==> config.mk <==
export PLATFORM = sky130hd
export DESIGN_NAME = gj_axis_frac_baud_gen
export DESIGN_NICKNAME = d
export VERILOG_FILES = /design/src/rtl/gj_axis_frac_baud_gen.sv
export SDC_FILE = /design/constraint.sdc
export NUM_CORES = 1
export LEC_CHECK = 0
export CORE_MARGIN = 2
export CORE_UTILIZATION = 44
export CTS_BUF_LIST = sky130_fd_sc_hd__clkbuf_4 sky130_fd_sc_hd__clkbuf_8 sky130_fd_sc_hd__clkbuf_16
export CTS_CLUSTER_DIAMETER = 60
export DETAILED_ROUTE_END_ITERATION = 12
export HOLD_SLACK_MARGIN = 0.12
export SYNTH_ARGS = -nofsm -noshare
export SYNTH_HDL_FRONTEND = slang
export SYNTH_SLANG_ARGS = --single-unit
==> constraint.sdc <==
create_clock -name clk_i -period 7.1 [get_ports clk_i]
set_input_delay 1.42 -clock clk_i [delete_from_list [all_inputs] [get_ports clk_i]]
set_output_delay 1.42 -clock clk_i [all_outputs]
set_load 0.02 [all_outputs]
==> src/rtl/gj_axis_frac_baud_gen.sv <==
// Fractional baud tick generator: oversample, bit and mid-bit ticks from an integer+fraction divisor,
// with shadowed runtime reconfiguration, enable and start-bit phase realignment.
module gj_axis_frac_baud_gen #(
    parameter int DIV_W        = 16,
    parameter int FRAC_W       = 4,
    parameter int OSR_LOG2     = 4,
    parameter int DEF_DIV_INT  = 16,
    parameter int DEF_DIV_FRAC = 0
) (
    input  logic                clk_i,
    input  logic                rst_i,
    input  logic                en_i,
    input  logic                restart_i,
    input  logic                cfg_load_i,
    input  logic [DIV_W-1:0]    cfg_div_int_i,
    input  logic [FRAC_W-1:0]   cfg_div_frac_i,
    output logic                clk_enX16_o,
    output logic                clk_en_o,
    output logic                mid_en_o,
    output logic [OSR_LOG2-1:0] os_phase_o,
    output logic                cfg_pend_o,
    output logic                cfg_err_o
);

    localparam logic [OSR_LOG2-1:0] PHASE_LAST = OSR_LOG2'((2 ** OSR_LOG2) - 1);
    localparam logic [OSR_LOG2-1:0] PHASE_MID  = OSR_LOG2'((2 ** (OSR_LOG2 - 1)) - 1);
    localparam logic [DIV_W-1:0]    DEF_INT    = DIV_W'(DEF_DIV_INT);
    localparam logic [FRAC_W-1:0]   DEF_FRAC   = FRAC_W'(DEF_DIV_FRAC);

    logic [DIV_W-1:0]    cnt_q, cnt_d;
    logic [FRAC_W-1:0]   acc_q, acc_d;
    logic [OSR_LOG2-1:0] phase_q, phase_d;
    logic [DIV_W-1:0]    div_int_q, div_int_d, shd_int_q, shd_int_d;
    logic [FRAC_W-1:0]   div_frac_q, div_frac_d, shd_frac_q, shd_frac_d;
    logic                pend_q, pend_d, err_q, err_d;
    logic                x16_q, x16_d, bit_q, bit_d, mid_q, mid_d;

    logic                cnt_zero, bit_evt, apply;
    logic [DIV_W-1:0]    src_int, div_eff, reload;
    logic [FRAC_W-1:0]   src_frac;
    logic [FRAC_W:0]     acc_sum;

    always_comb begin
        // NOTE: every next-state signal gets a default first so no path can infer a latch.
        cnt_zero   = (cnt_q == '0);
        bit_evt    = en_i & cnt_zero & (phase_q == PHASE_LAST);
        apply      = (pend_q | cfg_load_i) & (restart_i | ~en_i | bit_evt);
        src_int    = cfg_load_i ? cfg_div_int_i  : shd_int_q;
        src_frac   = cfg_load_i ? cfg_div_frac_i : shd_frac_q;

        shd_int_d  = cfg_load_i ? cfg_div_int_i  : shd_int_q;
        shd_frac_d = cfg_load_i ? cfg_div_frac_i : shd_frac_q;
        div_int_d  = apply ? src_int  : div_int_q;
        div_frac_d = apply ? src_frac : div_frac_q;
        pend_d     = apply ? 1'b0 : (pend_q | cfg_load_i);
        err_d      = apply ? (src_int == '0) : err_q;

        // A zero integer divisor runs as one cycle per oversample tick.
        div_eff    = (div_int_d == '0) ? DIV_W'(1) : div_int_d;
        reload     = div_eff - DIV_W'(1);
        acc_sum    = {1'b0, acc_q} + {1'b0, div_frac_d};

        cnt_d      = cnt_q - DIV_W'(1);
        acc_d      = acc_q;
        phase_d    = phase_q;
        x16_d      = 1'b0;
        bit_d      = 1'b0;
        mid_d      = 1'b0;

        if (restart_i || !en_i) begin
            cnt_d   = reload;
            acc_d   = '0;
            phase_d = '0;
        end else if (cnt_zero) begin
            cnt_d   = reload + DIV_W'(acc_sum[FRAC_W]);
            acc_d   = acc_sum[FRAC_W-1:0];
            phase_d = phase_q + OSR_LOG2'(1);
            x16_d   = 1'b1;
            bit_d   = (phase_q == PHASE_LAST);
            mid_d   = (phase_q == PHASE_MID);
        end
    end

    always_ff @(posedge clk_i) begin
        if (rst_i) begin
            cnt_q      <= DEF_INT - DIV_W'(1);
            acc_q      <= '0;
            phase_q    <= '0;
            div_int_q  <= DEF_INT;
            div_frac_q <= DEF_FRAC;
            shd_int_q  <= DEF_INT;
            shd_frac_q <= DEF_FRAC;
            pend_q     <= 1'b0;
            err_q      <= 1'b0;
            x16_q      <= 1'b0;
            bit_q      <= 1'b0;
            mid_q      <= 1'b0;
        end else begin
            cnt_q      <= cnt_d;
            acc_q      <= acc_d;
            phase_q    <= phase_d;
            div_int_q  <= div_int_d;
            div_frac_q <= div_frac_d;
            shd_int_q  <= shd_int_d;
            shd_frac_q <= shd_frac_d;
            pend_q     <= pend_d;
            err_q      <= err_d;
            x16_q      <= x16_d;
            bit_q      <= bit_d;
            mid_q      <= mid_d;
        end
    end

    assign clk_enX16_o = x16_q;
    assign clk_en_o    = bit_q;
    assign mid_en_o    = mid_q;
    assign os_phase_o  = phase_q;
    assign cfg_pend_o  = pend_q;
    assign cfg_err_o   = err_q;

endmodule
* Yosys cells after proc, flatten, opt, wreduce, memory -nomap -nowiden
Cells that the tools add are included.
Cells by class: add/sub/neg operators 5, multiply operators 0, div/mod/pow operators 0, $lt $le $gt $ge 0, eq/ne operators 2, shift-type cells 0, mux-type cells 8, bitwise logic cells 8, reduce and logical (&&, ||, !) cells 8
Operator list (count):
- 2-to-1 mux 16 bit | 5
- zero test 16 bit | 3
- subtractor 16 x 1 -> 16 bit, second input constant | 2
- adder 16 x 1 -> 16 bit | 1
- 2-to-1 mux 4 bit | 2
- adder 4 x 4 -> 5 bit | 1
- adder 4 x 1 -> 4 bit, second input constant | 1
- equality test 4 x 3 -> 1 bit, second input constant | 1
- equality test 4 bit, second input constant | 1
- OR reduction 2 bit | 2
- bitwise AND 1 bit | 3
- bitwise OR 1 bit | 3
- OR reduction 3 bit | 1
- inverter 1 bit | 2
- zero test 1 bit | 1
- logical OR 1 bit | 1
- 2-to-1 mux 1 bit | 1
Storage, ports and cells: register bits after elaboration 69, bits in latches 0, bits in writable memories 0, ROM bits 0, input port bits 25, output and inout port bits 9, logic and storage cells 43, memories 0

* Logic depth before layout (Yosys ltp)
Gate-level depths: netlist of run 1.
word-level depth 12, gate-level depth with buffers 27, depth with buffers taken out 22

* Worst setup path before layout of run 1
OpenSTA, ideal clock, no wires.
path type input -> register, start point input cfg_load_i, end point register cnt_q[12], library setup time 0.074 ns, data arrival time 5.801 ns, required time 7.026 ns, slack 1.225 ns, stages 24, buffers on the path 5, cell sequence buf_6 -> nor2_1 -> nor2_1 -> a21oi_2 -> buf_6 -> clkbuf_1 -> clkbuf_1 -> buf_1 -> nand2_1 -> o21ai_0 -> ha_1 -> inv_1 -> fa_1 -> nor2b_1 -> o21ai_0 -> nand2b_1 -> ha_1 -> ha_1 -> inv_1 -> a311oi_1 -> nand4_1 -> or2_1 -> or4_1 -> a31oi_1
RTL lines:
- start, declared | RTL line 14 | input logic cfg_load_i,
- bitwise OR 1 bit | RTL line 47 | apply = (pend_q | cfg_load_i) & (restart_i | ~en_i | bit_evt);
- bitwise AND 1 bit | RTL line 47
- 2-to-1 mux 4 bit (*) | RTL line 54 | div_frac_d = apply ? src_frac : div_frac_q;
- named net div_frac_d[0] | RTL line 34 | logic [FRAC_W-1:0] div_frac_q, div_frac_d, shd_frac_q, shd_frac_d;
- adder 4 x 4 -> 5 bit (*) | RTL line 61 | acc_sum = {1'b0, acc_q} + {1'b0, div_frac_d};
- adder 16 x 1 -> 16 bit (*) | RTL line 75 | cnt_d = reload + DIV_W'(acc_sum[FRAC_W]);
- 2-to-1 mux 16 bit (*) | RTL line 74 | end else if (cnt_zero) begin
- 2-to-1 mux 16 bit (*) | RTL line 70 | if (restart_i || !en_i) begin
- end signal, assigned | RTL line 86 | cnt_q <= DEF_INT - DIV_W'(1);
- end signal, assigned | RTL line 99 | cnt_q <= cnt_d;
- end, declared | RTL line 30 | logic [DIV_W-1:0] cnt_q, cnt_d;
The timed path passes the listed nets; every way through them passes the cells marked *. A chain may end at the register's enable or synchronous reset.

* Worst setup path in the final report of run 1
start point input cfg_load_i, end point register cnt_q[12]
On the way: cells in the longest elaborated chain, start to end 9
Ends and longest elaborated chain:
- bitwise OR 1 bit | RTL line 47
- bitwise AND 1 bit | RTL line 47
- 2-to-1 mux 16 bit | RTL line 53 | div_int_d = apply ? src_int : div_int_q;
- zero test 16 bit | RTL line 59 | div_eff = (div_int_d == '0) ? DIV_W'(1) : div_int_d;
- 2-to-1 mux 16 bit | RTL line 59
- subtractor 16 x 1 -> 16 bit | RTL line 60 | reload = div_eff - DIV_W'(1);
- adder 16 x 1 -> 16 bit | RTL line 75
- 2-to-1 mux 16 bit | RTL line 74
- 2-to-1 mux 16 bit (*) | RTL line 70
Every way passes the cells marked *; elsewhere a longest branch is shown, timed or not.

==> results of run 1 <==
-- cell families (layout without fill, tap and decap cells) --
group                    count (synthesis)  count (layout)  share of synthesized area, %
flip-flops                              69              69                          31.2
XOR/XNOR                                34              34                          6.73
buffers and inverters                   38              68                          3.73
multiplexers                            36              36                          8.57
adder cells (fa/ha/maj)                 12              12                          3.57
AND/OR/NAND/NOR                        237             237                          27.8
AO/OA/AOI/OAI                          119             119                          18.4
-- tightest hold or removal path, delay by kind of cell (launching register included) --
kind / cells / cell delay (ps)
AND/OR/NAND/NOR: 1 / 50
AO/OA/AOI/OAI: 1 / 50
flip-flops: 1 / 320
-- power groups by stage --
stage | Clock (mW) | Combinational (mW) | Sequential (mW)
2_1_floorplan | 0 | 0.162 | 0.438
3_3_place_gp | 0 | 0.216 | 0.444
3_5_place_dp | 0 | 0.218 | 0.444
4_1_cts | 0.388 | 0.219 | 0.435
5_1_grt | 0.407 | 0.243 | 0.439
6_report | 0.384 | 0.219 | 0.436
-- final cells by class --
type	instances	area, µm²	share of cell area [%]
clock buffers	9	124	2.44
flip-flops and latches	69	1380	27.2
inverters	12	45.0	0.888
well taps	133	166	3.28
clock inverters	7	105	2.07
repair buffers	40	373	7.35
multi-input cells	438	2880	56.7
-- layer usage --
layer / global-route usage, % / wire, µm
met1: 27.9 / 5400
met2: 37.1 / 5650
met3: 3.13 / 410
met4: 7.34 / 139
met5: 0 / 0
-- sequential cells by signal, summed over array words and instances, names as in the netlist --
register and flops:
div_int_q 16, acc_q 4, mid_en_o 1, shd_int_q 16, shd_frac_q 4, cnt_q 16
div_frac_q 4, clk_en_o 1, os_phase_o 4, clk_enX16_o 1, cfg_err_o 1, cfg_pend_o 1
-- stage by stage --
stage / hold WS [ps] / worst slack (ps) / total power, mW / util (%)
after floorplan: 436 / 1230 / 0.599 / -
after detailed placement: 451 / 677 / 0.662 / 49.5
after global routing: 485 / 655 / 1.09 / 51.9
after CTS: 462 / 1030 / 1.04 / 51.9
final: 463 / 1000 / 1.04 / 51.9
after global placement: 446 / 852 / 0.659 / 49.5
-- worst max-delay path by stage --
stage / startpoint / endpoint / slack, ps / cells past startpoint
after floorplan: cfg_load_i / cnt_q[12] / 1230 / 24
after global placement: cfg_load_i / cnt_q[12] / 850 / 20
after detailed placement: cfg_load_i / cnt_q[12] / 680 / 15
after CTS: cfg_load_i / cnt_q[12] / 1030 / 15
after global routing: cfg_load_i / cnt_q[12] / 660 / 20
final: cfg_load_i / cnt_q[12] / 1000 / 15
-- layout by cell type, fill, tap and decap left out, types with 3 or more instances in the layout --
cell / synthesis / layout
or2_2: 3 / 3
o31ai_1: 7 / 7
o21ai_1: 4 / 4
a211o_1: 4 / 4
inv_1: 12 / 12
o22ai_1: 7 / 7
a21oi_1: 35 / 35
nor4_1: 9 / 9
nor2b_1: 9 / 9
clkbuf_8: 0 / 9
nor2_1: 85 / 85
or4_1: 5 / 5
a211oi_1: 13 / 13
nand4_1: 4 / 4
clkdlybuf4s50_1: 0 / 31
xor2_1: 14 / 14
xnor2_1: 20 / 20
o21ai_0: 11 / 11
mux2_2: 4 / 4
o211ai_1: 5 / 5
nand2_1: 41 / 41
buf_4: 1 / 7
mux2i_1: 30 / 30
ha_1: 11 / 11
nor3b_1: 7 / 7
nand3_1: 8 / 8
dfxtp_1: 69 / 69
or3_1: 7 / 7
a31oi_1: 5 / 5
nand2b_1: 8 / 8
nor3_1: 24 / 24
a221o_1: 4 / 4
nor4b_1: 3 / 3
and3_1: 3 / 3
nand3b_1: 6 / 6
-- cells in the mapped netlist, types with 9 or more instances --
cell type | number | area share (%)
o21ai_0 | 11 | 1.2
dfxtp_1 | 69 | 31
clkbuf_1 | 15 | 1.3
nor4_1 | 9 | 1.3
nor2_1 | 85 | 7.2
xor2_1 | 14 | 2.8
inv_1 | 12 | 1.0
xnor2_1 | 20 | 4.0
a21oi_1 | 35 | 4.0
ha_1 | 11 | 3.1
mux2i_1 | 30 | 6.8
nand2_1 | 41 | 3.5
nor2b_1 | 9 | 1.3
nor3_1 | 24 | 2.7
a211oi_1 | 13 | 2.2
==> results.yml, run 1 <==
grt:
  grt_pass1_wl_um: 19000
  grt.overflow.total: 0
  grt_max_degree: 59
  grt_pass1_vias: 3900
  grt_antenna_before_repair: 0
  track_usage_pct: 21.7
yosys:
  synthesis.nets: 582
  synth_flop_cell: "dfxtp_1"
  ys_types: 70
  ys_warn_count: 0
  syn-mean-instance-area_um2: 8.11
  ys_ff_latch: 69
  synth_cells: 545
  ys_async_sr_fraction_pct: 0
  synth_enable_flop_cells: 0
  yosysSeqAreaShare_pct: 31.2
  synthesis.area_um2: 4420
sta:
  rsz0062_at_grt: "no"
  finalSetupTns_ps: 0
  finalSetupViolations: 0
  relSlewSlack_pct: 27.4
  tightest_slew_ps: 1080
  min_period_ps: 6100
  slew_viol_final: 0
  min_period_over_period_pct: 85.8
  clock_skew_ps: 6.97
  clock.fmax_mhz: 164
  final_hold_viol_count: 0
placement:
  port_buffers: 33
  place_area_um2: 4840
  globalplace.congestion: 0.908
  post-dp-hpwl_um: 8480
  dp.cells: 692
worst_hold_path:
  hp-start: "acc_q[0]"
  hp-class: "reg2reg"
  worstHoldPathCells: 2
  hold_end: "acc_q[0]"
clock_tree:
  postCtsSetupBuffers: 0
  htreeDepth: 3
  clk_pin_slew_ps: 80
  cts_resized: 0
  cts_buffer_depth: 2
  clock_sinks: 69
  hold_buffers: 0
  clk_latency_ps: 360
  root_buffer: "clkbuf_8"
  cts_tree: "yes"
  cts_buffers: 9
detailed_routing:
  drt_iter0_drc: 228
  ant_nets: 0
  first_pass_iters: 5
  drc_errors: 0
  wl_per_cell_um: 16.4
  wirelength_um: 11600
  vias: 4079
  vias_per_cell: 5.76
die:
  start_util_pct: 45.2
  num_rows: 36
  io_pins: 34
  die_area_um2: 10900
  dieWidth_um: 104
  die_y_um: 104
  core_region_area_um2: 9770
power_and_ir_drop:
  p_seq_share_pct: 42.0
  p_comb_share_pct: 21.0
  power_frac_clock_pct: 37.0
  internal_power_mw: 0.707
  leakage_nw: 1.85
  switchingPower_mw: 0.332
  pwr_density_cell_nw_per_um2: 205
  irDropWorstVdd_uv: 138
  p_sw_share_pct: 32.0
setup_path:
  cpLargestDelayFamily: "simple AND/OR/NAND/NOR gates"
  timing.rr.start: "cnt_q[0]"
  worst_path_max_delay_cell: "or4b_4"
  critical-path-max-stage-delay_ps: 620
  critical_path.max_fanout: 31
  start_kind: "primary input"
  cp-end-kind: "flip-flop"
  path_cells: "buf_2 -> or4b_4 -> o22ai_4 -> nand2_1 -> or4_1 -> and3_1 -> ha_1 -> o21ai_1 -> nor3b_1 -> xnor2_1 -> a21oi_1 -> or4b_4 -> or2_1 -> or4_1 -> a31oi_1"
  required_ps: 7380
  reg2reg_to: "cnt_q[12]"
  critical_path_arrival_ps: 6370
  crit_buf_inv: 1
  crit_type: "in2reg"
  ff2ff_path_depth: 21
  reg2reg_slack_ps: 1960
run_status:
  status: "completed"
finish:
  drive_gt1_share_pct: 7.65
  finalInstanceArea_um2: 5070
  fill_cells: 964
  area_delta_synth_final_pct: 14.7
  nets: 607
  stdcell_count: 708
  antenna_cells: 0
run:
  drv_cap: 0
Power figures use the tool's default switching activity.
==> run 2, diff against run 1 <==
--- a/config.mk
+++ b/config.mk
@@ -9,8 +9,9 @@
 export CORE_UTILIZATION = 44
 export CTS_BUF_LIST = sky130_fd_sc_hd__clkbuf_4 sky130_fd_sc_hd__clkbuf_8 sky130_fd_sc_hd__clkbuf_16
 export CTS_CLUSTER_DIAMETER = 60
+export CTS_CLUSTER_SIZE = 16
 export DETAILED_ROUTE_END_ITERATION = 12
-export HOLD_SLACK_MARGIN = 0.12
+export HOLD_SLACK_MARGIN = 0.02
 export SYNTH_ARGS = -nofsm -noshare
 export SYNTH_HDL_FRONTEND = slang
 export SYNTH_SLANG_ARGS = --single-unit
==> results of run 2 <==
Final layout, timing and power as in run 1 (identical DEF).
==> run 3, diff against run 2 <==
--- a/config.mk
+++ b/config.mk
@@ -6,12 +6,13 @@
 export NUM_CORES = 1
 export LEC_CHECK = 0
 export CORE_MARGIN = 2
-export CORE_UTILIZATION = 44
+export CORE_UTILIZATION = 59
 export CTS_BUF_LIST = sky130_fd_sc_hd__clkbuf_4 sky130_fd_sc_hd__clkbuf_8 sky130_fd_sc_hd__clkbuf_16
 export CTS_CLUSTER_DIAMETER = 60
 export CTS_CLUSTER_SIZE = 16
 export DETAILED_ROUTE_END_ITERATION = 12
 export HOLD_SLACK_MARGIN = 0.02
+export PLACE_DENSITY = 0.8
 export SYNTH_ARGS = -nofsm -noshare
 export SYNTH_HDL_FRONTEND = slang
 export SYNTH_SLANG_ARGS = --single-unit
==> constraint.sdc (replaced) <==
create_clock -name clk_i -period 7.1 [get_ports clk_i]
set_input_delay 0.71 -clock clk_i [delete_from_list [all_inputs] [get_ports clk_i]]
set_output_delay 0.71 -clock clk_i [all_outputs]
set_load 0.02 [all_outputs]
==> results.yml, run 3 (same netlist as run 1, synthesis figures left out) <==
run_status:
  status: "completed"
finish:
  fin_util_pct: 69.4
  regArea_um2: 1380
  antenna_cells: 0
  stdcell_count: 673
  fill_cells: 620
  final_cell_mix: "85 x nor2_1, 69 x dfxtp_1, 41 x nand2_1"
  multi_input_area_um2: 2880
  reg_top3: "cnt_q x16, div_int_q x16, shd_int_q x16"
  nets: 606
  area_delta_synth_final_pct: 13.9
  drive_gt1_share_pct: 7.49
  final_common_cell: "nor2_1"
  finalInstanceArea_um2: 5040
clock_tree:
  clk_latency_ps: 360
  clk_pin_slew_ps: 80
  cts_buffers: 9
  cts_tree: "yes"
  clock_sinks: 69
  postCtsSetupBuffers: 0
  cts_buffer_depth: 2
  htreeDepth: 3
  cts_resized: 0
  hold_buffers: 0
  root_buffer: "clkbuf_8"
die:
  dieWidth_um: 90.6
  num_rows: 31
  io_pins: 34
  die_y_um: 90.6
  core_region_area_um2: 7250
  die_area_um2: 8200
  start_util_pct: 61.0
placement:
  post-dp-hpwl_um: 8130
  dp.cells: 657
  place_area_um2: 4790
  globalplace.congestion: 0.922
  port_buffers: 33
  pre_cts_slack_ps: 1400
power_and_ir_drop:
  pwr_density_cell_nw_per_um2: 210
  irDropWorstVdd_uv: 152
  leakage_nw: 1.86
  power_mw: 1.06
worst_hold_path:
  hp-class: "reg2reg"
sta:
  hold_slack_ps: 471
  final_hold_viol_count: 0
  tightest_slew_ps: 1020
  relSlewSlack_pct: 31.9
  clock.fmax_mhz: 179
  slew_viol_final: 0
  min_period_over_period_pct: 78.7
  finalSetupViolations: 0
  rsz0062_at_grt: "no"
  finalSetupTns_ps: 0
  clock_skew_ps: 10.3
  min_period_ps: 5590
  setup_ws_ps: 1510
setup_path:
  critical_path_arrival_ps: 5860
  cpLargestDelayFamily: "simple AND/OR/NAND/NOR gates"
  critical_path.max_fanout: 23
  required_ps: 7370
  critical-path-max-stage-delay_ps: 820
  worst_path_max_delay_cell: "a21oi_2"
  crit_buf_inv: 3
  start_kind: "flip-flop"
  crit_type: "reg2reg"
  cp-end-kind: "flip-flop"
  path_cells: "inv_1 -> ha_1 -> nor4b_2 -> and4_1 -> buf_4 -> a21oi_2 -> buf_4 -> nor2_1 -> a21oi_1 -> ha_1 -> o21ai_1 -> nor3b_1 -> xnor2_1 -> a21oi_1 -> or4b_4 -> or2_1 -> or4_1 -> a31oi_1"
detailed_routing:
  drc_errors: 0
  wl_per_cell_um: 17.1
  vias_per_cell: 6.23
  first_pass_iters: 5
  wirelength_um: 11500
  ant_nets: 0
  vias: 4191
  drt_iter0_drc: 345
grt:
  use_met2_pct: 49.0
  grt_antenna_before_repair: 0
  grt_util_met3_pct: 4.84
  grt_pass1_wl_um: 19500
  grt.overflow.total: 0
  top_usage_layer: "met2"
  grt_max_degree: 59
  track_usage_pct: 29.1
  grt_use_met1_pct: 36.2
  grt_pass1_vias: 4078
run:
  drv_cap: 0
run 3: changes by cell type in the layout (fill, tap and decap cells not counted):
cell,delta
bufinv_16,+1
clkinvlp_4,-1
inv_8,-1
clkinv_4,+1
clkinv_2,+1
buf_4,-1
inv_6,-1
run 3: where the power goes:
group / internal [mW] / switching [mW] / total, mW / leakage, nW
clock network: 0.235 / 0.164 / 0.399 / 0.124
logic: 0.0926 / 0.129 / 0.222 / 1.17
registers: 0.410 / 0.0258 / 0.436 / 0.567
total: 0.738 / 0.319 / 1.06 / 1.86
run 3: final cells by class:
class | count | area share [%]
clock inverter | 7 | 2.41
clock buffer | 9 | 2.46
timing repair buffer | 39 | 7.25
tap | 99 | 2.46
sequential | 69 | 27.4
inverter | 12 | 0.894
multi-input combinational | 438 | 57.1
run 3: path summary, 6_finish.rpt:
| check | from | to | cells after the start | slack [ps] |
|---|---|---|---|---|
| worst min-delay path | acc_q[0] | acc_q[0] | 2 | 470 |
| worst min register to register | acc_q[0] | acc_q[0] | 2 | 470 |
| worst max register to register | cnt_q[0] | cnt_q[12] | 18 | 1510 |
| worst max-delay path | cnt_q[0] | cnt_q[12] | 18 | 1510 |
run 3: worst reg2reg max path: stages (launching register included):
cell and delay (ps):
dfxtp_1 390, inv_1 80, ha_1 210, nor4b_2 170, and4_1 190, buf_4 200
a21oi_2 830, buf_4 370, nor2_1 70, a21oi_1 280, ha_1 320, o21ai_1 240
nor3b_1 330, xnor2_1 150, a21oi_1 170, or4b_4 580, or2_1 260, or4_1 500
a31oi_1 180
run 3: metal layers:
layer | wire, µm | part of all wire (%)
met1 | 4890 | 42
met3 | 609 | 5.3
met2 | 5710 | 50
met4 | 308 | 2.7
met5 | 0 | 0
